--- src/rtl/rr_arbiter.sv ---
// Round-robin arbiter: registers a binary grant index, decodes it to a one-hot
// grant, and holds each grant until done, owner request drop, or hold timeout.
module rr_arbiter #(
  parameter int width    = 3,
  parameter int max_hold = 16
) (
  input  logic                    clk,
  input  logic                    rst_n,
  input  logic [(2**width)-1:0]   req,
  input  logic                    done,
  output logic [(2**width)-1:0]   gnt,
  output logic [width-1:0]        gnt_idx,
  output logic                    gnt_vld,
  output logic                    preempt
);

  localparam int N     = 2**width;
  localparam int CNT_W = (max_hold > 1) ? $clog2(max_hold) : 1;
  localparam bit TO_EN = (max_hold != 0);
  localparam logic [CNT_W-1:0] HOLD_LAST = CNT_W'((max_hold > 0) ? max_hold - 1 : 0);

  localparam logic [0:0] IDLE  = 1'b0;
  localparam logic [0:0] GRANT = 1'b1;

  logic [0:0]       state_q,    state_d;
  logic [width-1:0] ptr_q,      ptr_d;
  logic [CNT_W-1:0] hold_cnt_q, hold_cnt_d;
  logic [width-1:0] gnt_idx_q,  gnt_idx_d;
  logic             gnt_vld_q,  gnt_vld_d;
  logic             preempt_q,  preempt_d;

  logic             pick_found;
  logic [width-1:0] pick_idx;
  logic [width-1:0] cand;
  logic             rel_done;
  logic             rel_drop;
  logic             rel_timeout;
  logic             release_now;

  // Search starts at ptr and wraps; the width-bit addition provides the modulo.
  // NOTE: every variable assigned in always_comb gets a default first so no latch is inferred.
  always_comb begin
    pick_found = 1'b0;
    pick_idx   = '0;
    cand       = '0;
    for (int off = 0; off < N; off++) begin
      cand = ptr_q + width'(off);
      if (!pick_found && req[cand]) begin
        pick_found = 1'b1;
        pick_idx   = cand;
      end
    end
  end

  always_comb begin
    rel_done    = done;
    rel_drop    = !req[gnt_idx_q];
    rel_timeout = TO_EN && (hold_cnt_q == HOLD_LAST);
    release_now = rel_done || rel_drop || rel_timeout;
  end

  always_comb begin
    state_d    = state_q;
    ptr_d      = ptr_q;
    hold_cnt_d = hold_cnt_q;
    gnt_idx_d  = gnt_idx_q;
    gnt_vld_d  = gnt_vld_q;
    preempt_d  = 1'b0;
    case (state_q)
      IDLE: begin
        if (pick_found) begin
          state_d    = GRANT;
          gnt_idx_d  = pick_idx;
          gnt_vld_d  = 1'b1;
          hold_cnt_d = '0;
        end
      end
      GRANT: begin
        if (release_now) begin
          state_d    = IDLE;
          gnt_idx_d  = '0;
          gnt_vld_d  = 1'b0;
          hold_cnt_d = '0;
          ptr_d      = gnt_idx_q + width'(1);
          // Timeout only counts as preemption when nothing else ended the grant.
          preempt_d  = rel_timeout && !rel_done && !rel_drop;
        end else if (hold_cnt_q != '1) begin
          hold_cnt_d = hold_cnt_q + CNT_W'(1);
        end
      end
      default: state_d = IDLE;
    endcase
  end

  // NOTE: sequential state uses non-blocking assignments so all flops update together.
  always_ff @(posedge clk or negedge rst_n) begin
    if (!rst_n) begin
      state_q    <= IDLE;
      ptr_q      <= '0;
      hold_cnt_q <= '0;
      gnt_idx_q  <= '0;
      gnt_vld_q  <= 1'b0;
      preempt_q  <= 1'b0;
    end else begin
      state_q    <= state_d;
      ptr_q      <= ptr_d;
      hold_cnt_q <= hold_cnt_d;
      gnt_idx_q  <= gnt_idx_d;
      gnt_vld_q  <= gnt_vld_d;
      preempt_q  <= preempt_d;
    end
  end

  // One-hot shift-decode of the registered index; never depends on req directly.
  assign gnt     = gnt_vld_q ? (N'(1) << gnt_idx_q) : '0;
  assign gnt_idx = gnt_idx_q;
  assign gnt_vld = gnt_vld_q;
  assign preempt = preempt_q;

endmodule

--- config.mk ---
export PLATFORM = sky130hd
export DESIGN_NAME = rr_arbiter
export DESIGN_NICKNAME = d
export VERILOG_FILES = /design/src/rtl/rr_arbiter.sv
export SDC_FILE = /design/constraint.sdc
export NUM_CORES = 1
export LEC_CHECK = 0
export ABC_AREA = 0
export CAP_MARGIN = 20
export CORE_MARGIN = 8
export CORE_UTILIZATION = 49
export CTS_CLUSTER_SIZE = 16
export DETAILED_ROUTE_END_ITERATION = 10
export GPL_ROUTABILITY_DRIVEN = 0
export PLACE_DENSITY = 0.79
export SETUP_SLACK_MARGIN = 0.02
export SLEW_MARGIN = 10
export SYNTH_ARGS = -nofsm -noshare
export SYNTH_HDL_FRONTEND = slang
export SYNTH_SLANG_ARGS = --single-unit
--- constraint.sdc ---
create_clock -name clk -period 3.35 [get_ports clk]
set_clock_uncertainty 0.1 [all_clocks]
set_input_delay 0.67 -clock clk [delete_from_list [all_inputs] [get_ports clk]]
set_output_delay 0.67 -clock clk [all_outputs]
set_load 0.05 [all_outputs]
==> key figures <==
Finish
  – Core Util, Final: 0.6150
  – Nets: 207
  – Area growth from synthesis to layout: 18.30%
  – Inserted Diodes: 0
  – Share of post-route cells with drive strength above 1: 0.1935

Power
  – Clock power share: 0.046
  – Maximum vdd drop: 0.4911 mV
  – P_leak: ~0.80 nW
  – Combinational Power Share: 0.805
  – Power Dens Cells: between 1000 and 1500 mW/mm^2
  – Net switching fraction of the power: 0.5137
  – Reg power frac: 0.149
  – Internal power: around 0.0010 W
  – P_sw: 0.001054 W

Drt
  – DR vias/cell: 6.387
  – DRT Wirelength: 4333 um
  – DRT antenna net count: 0
  – Wire length per cell: approximately 19 um
  – DRT Pass-1 Iters: 5
  – Via Count: between 1000 and 1500
  – Residual DRC: 0
  – Starting DRC count in detailed routing: 197

Timing
  – Peak Freq: between 300 and 400 MHz
  – Period utilization: 0.9302
  – TNS Setup: 0 ps
  – Max-slew violations: 0
  – Setup Viol. Count Final: 0
  – Endpoints failing hold: 0
  – Slew HR: 0.6098
  – Final min period: 3116 ps
  – Worst Max-Slew Pin Slew: 585.3 ps
  – RSZ-0062 raised after global routing: no

Setup path
  – Setup CP Type: in2reg
  – Crit-path max FO: 9
  – Slowest cell on the critical path: clkdlybuf4s50_1
  – Arrival time at the worst endpoint: roughly 3200 ps
  – Worst Setup End Kind: flip-flop
  – Crit-path max cell delay: 580 ps
  – CP required: between 3000 and 4000 ps
  – Critical-path cell list: clkdlybuf4s50_1 -> mux4_2 -> mux2_2 -> a211oi_2 -> and4_4 -> nor3b_4 -> o21ai_1 -> nand3_1
  – Worst Setup Start Kind: input port
  – Worst path bufs/invs: 1
  – CP top delay family: multiplexers

Die
  – CORE AREA: just over 0.003 mm^2
  – Die Ht: 73.15 um
  – Die footprint: between 0.005 and 0.006 mm^2
  – Boundary pin count: 24
  – Chip width: around 73 um
  – Cell row count: 20
  – Starting Density: 0.5199

Clock tree
  – H-tree depth: 1
  – Clk sink count: 13
  – CTS buffer count: 3
  – CTS tree: built
  – Clock buffer depth: 2
  – Clock latency on the worst-skew pair: between 200 and 300 ps
  – Clock-pin slew on the worst setup and hold paths: roughly 70 ps
  – Clock root buffer: clkbuf_4

GRT
  – Vias in the first global route: between 1500 and 2000
  – Gr usage total: 0.1701
  – GRT overflow: 0
  – Largest net degree at the start of global routing: 18
  – First-pass GRT wire length: a little over 7000 um
  – Initial antenna violation count: 0

Logic synthesis
  – FFs w/ async S/R, synth: 1.000
  – Seq cells post-synth: 13
  – Count of cell types in the netlist: 42
  – Syn. warnings: 0
  – Synth Cell Area: 0.001600 mm^2
  – Syn avg cell area: between 9 and 10 um^2
  – EDFF count, synth: 0
  – Register area share after synthesis: 0.2033
  – Main flop type after synthesis: dfrtp_1
  – Mapped Nets: roughly 180
  – Post-Syn Instances: 164

Worst hold path
  – Hold WC Path Type: reg2reg

Run
  – Max cap viols: 0

Placed design
  – Buffers on Ports: 23
  – DPL Wire Length: between 3000 and 4000 um

Outcome
  – Run status: completed
## layout by cell type, fill, tap and decap left out, drive strengths merged, types with 7 or more instances in the layout
cell / Yosys / routed
o21ai: 13 / 13
ha: 9 / 9
and3: 7 / 7
clkdlybuf4s50: 0 / 23
nor2: 11 / 11
mux4: 15 / 15
mux2: 8 / 8
inv: 10 / 10
dfrtp: 13 / 13
mux2i: 7 / 7
a21oi: 8 / 8
nand2: 12 / 12
## cell families after synthesis
family	share of synthesized area
DFF	0.2033
AOI/OAI and AO/OA	0.1697
and+or+nand+nor	0.1618
buffers and inverters	0.06176
adders and majority gates	0.07037
muxes	0.3112
xor gates and xnor gates	0.02190
## flip-flops by register name, indices dropped and copies added, names as in the netlist
register and count:
gnt_idx 3, gnt_vld 1, hold_cnt_q 4, preempt 1, ptr_q 3, state_q 1
## final cells by class
class	instances	area, um^2
clock buffer	4	26.28
multi-input combinational	132	1189
inverter	10	37.54
fill	260	1185
timing repair buffer	27	260.3
tap	44	55.05
sequential	13	325.3
## final timing paths
| kind | to | cells past startpoint | startpoint | slack, ps |
|---|---|---|---|---|
| worst max register to register | gnt_idx[1] | 9 | ptr_q[1] | 270 |
| worst min-delay path | hold_cnt_q[3] | 1 | hold_cnt_q[3] | 440 |
| min in group asynchronous | preempt | 1 | rst_n | 650 |
| worst min register to register | hold_cnt_q[3] | 1 | hold_cnt_q[3] | 440 |
| worst max-delay path | gnt_idx[1] | 8 | req[4] | 230 |
| max in group asynchronous | gnt_idx[0] | 1 | rst_n | 2120 |
## per-stage QoR
stage / total power [W] / setup WS (ps) / area (um^2) / instances / hold WS [ps]
2_1_floorplan: 0.001566 / 243.7 / 1600 / 164 / 274.4
3_3_place_gp: 0.001820 / 129.6 / 1854 / 226 / 413.3
3_5_place_dp: 0.001891 / -11.86 / 1854 / 226 / 414.8
4_1_cts: 0.001995 / 21.08 / 1881 / 230 / 434.3
5_1_grt: 0.002202 / 137.8 / 1893 / 230 / 462.0
6_report: 0.002052 / 233.9 / 1893 / 230 / 441.6
## cell usage after synthesis, types with 2 or more instances
cell,number,area share
mux4_2,15,0.21
dfrtp_1,13,0.20
nand2_1,12,0.028
nor2_1,11,0.026
ha_1,9,0.070
inv_1,9,0.021
a21oi_1,8,0.025
mux2_2,8,0.056
o21ai_1,8,0.025
and3_1,7,0.027
mux2i_1,7,0.044
o21ai_0,5,0.016
buf_2,4,0.013
nand3_1,4,0.013
a21o_1,3,0.014
and2_1,3,0.012
buf_6,3,0.021
nand2b_1,3,0.012
o221ai_1,3,0.016
xnor2_1,3,0.016
a22o_1,2,0.011
a31oi_1,2,0.0078
nor2b_1,2,0.0078
nor4b_1,2,0.011
## metal layers
layer	wire length [um]	track usage	part of all wire
met1	1708	0.2010	0.39
met2	2270	0.2969	0.52
met3	233	0.02473	0.054
met4	121	0.07111	0.028
met5	0	0	0
## repair_timing
action                     4_1_cts  5_1_grt
buffers inserted                 0        0
hold endpoints to repair         0        0
hold buffers                     0        0
gates resized for setup          0        2
setup endpoints to repair        0        8
## power groups by stage
stage / sequential (W) / combinational [W] / clock [W]
2_1_floorplan: 0.000316 / 0.00125 / 0
3_3_place_gp: 0.000299 / 0.00152 / 0
3_5_place_dp: 0.000307 / 0.00158 / 0
4_1_cts: 0.000303 / 0.00159 / 0.000100
5_1_grt: 0.000317 / 0.00178 / 0.000105
6_report: 0.000305 / 0.00165 / 0.0000947
No activity file was read; power rests on OpenSTA's default activity.
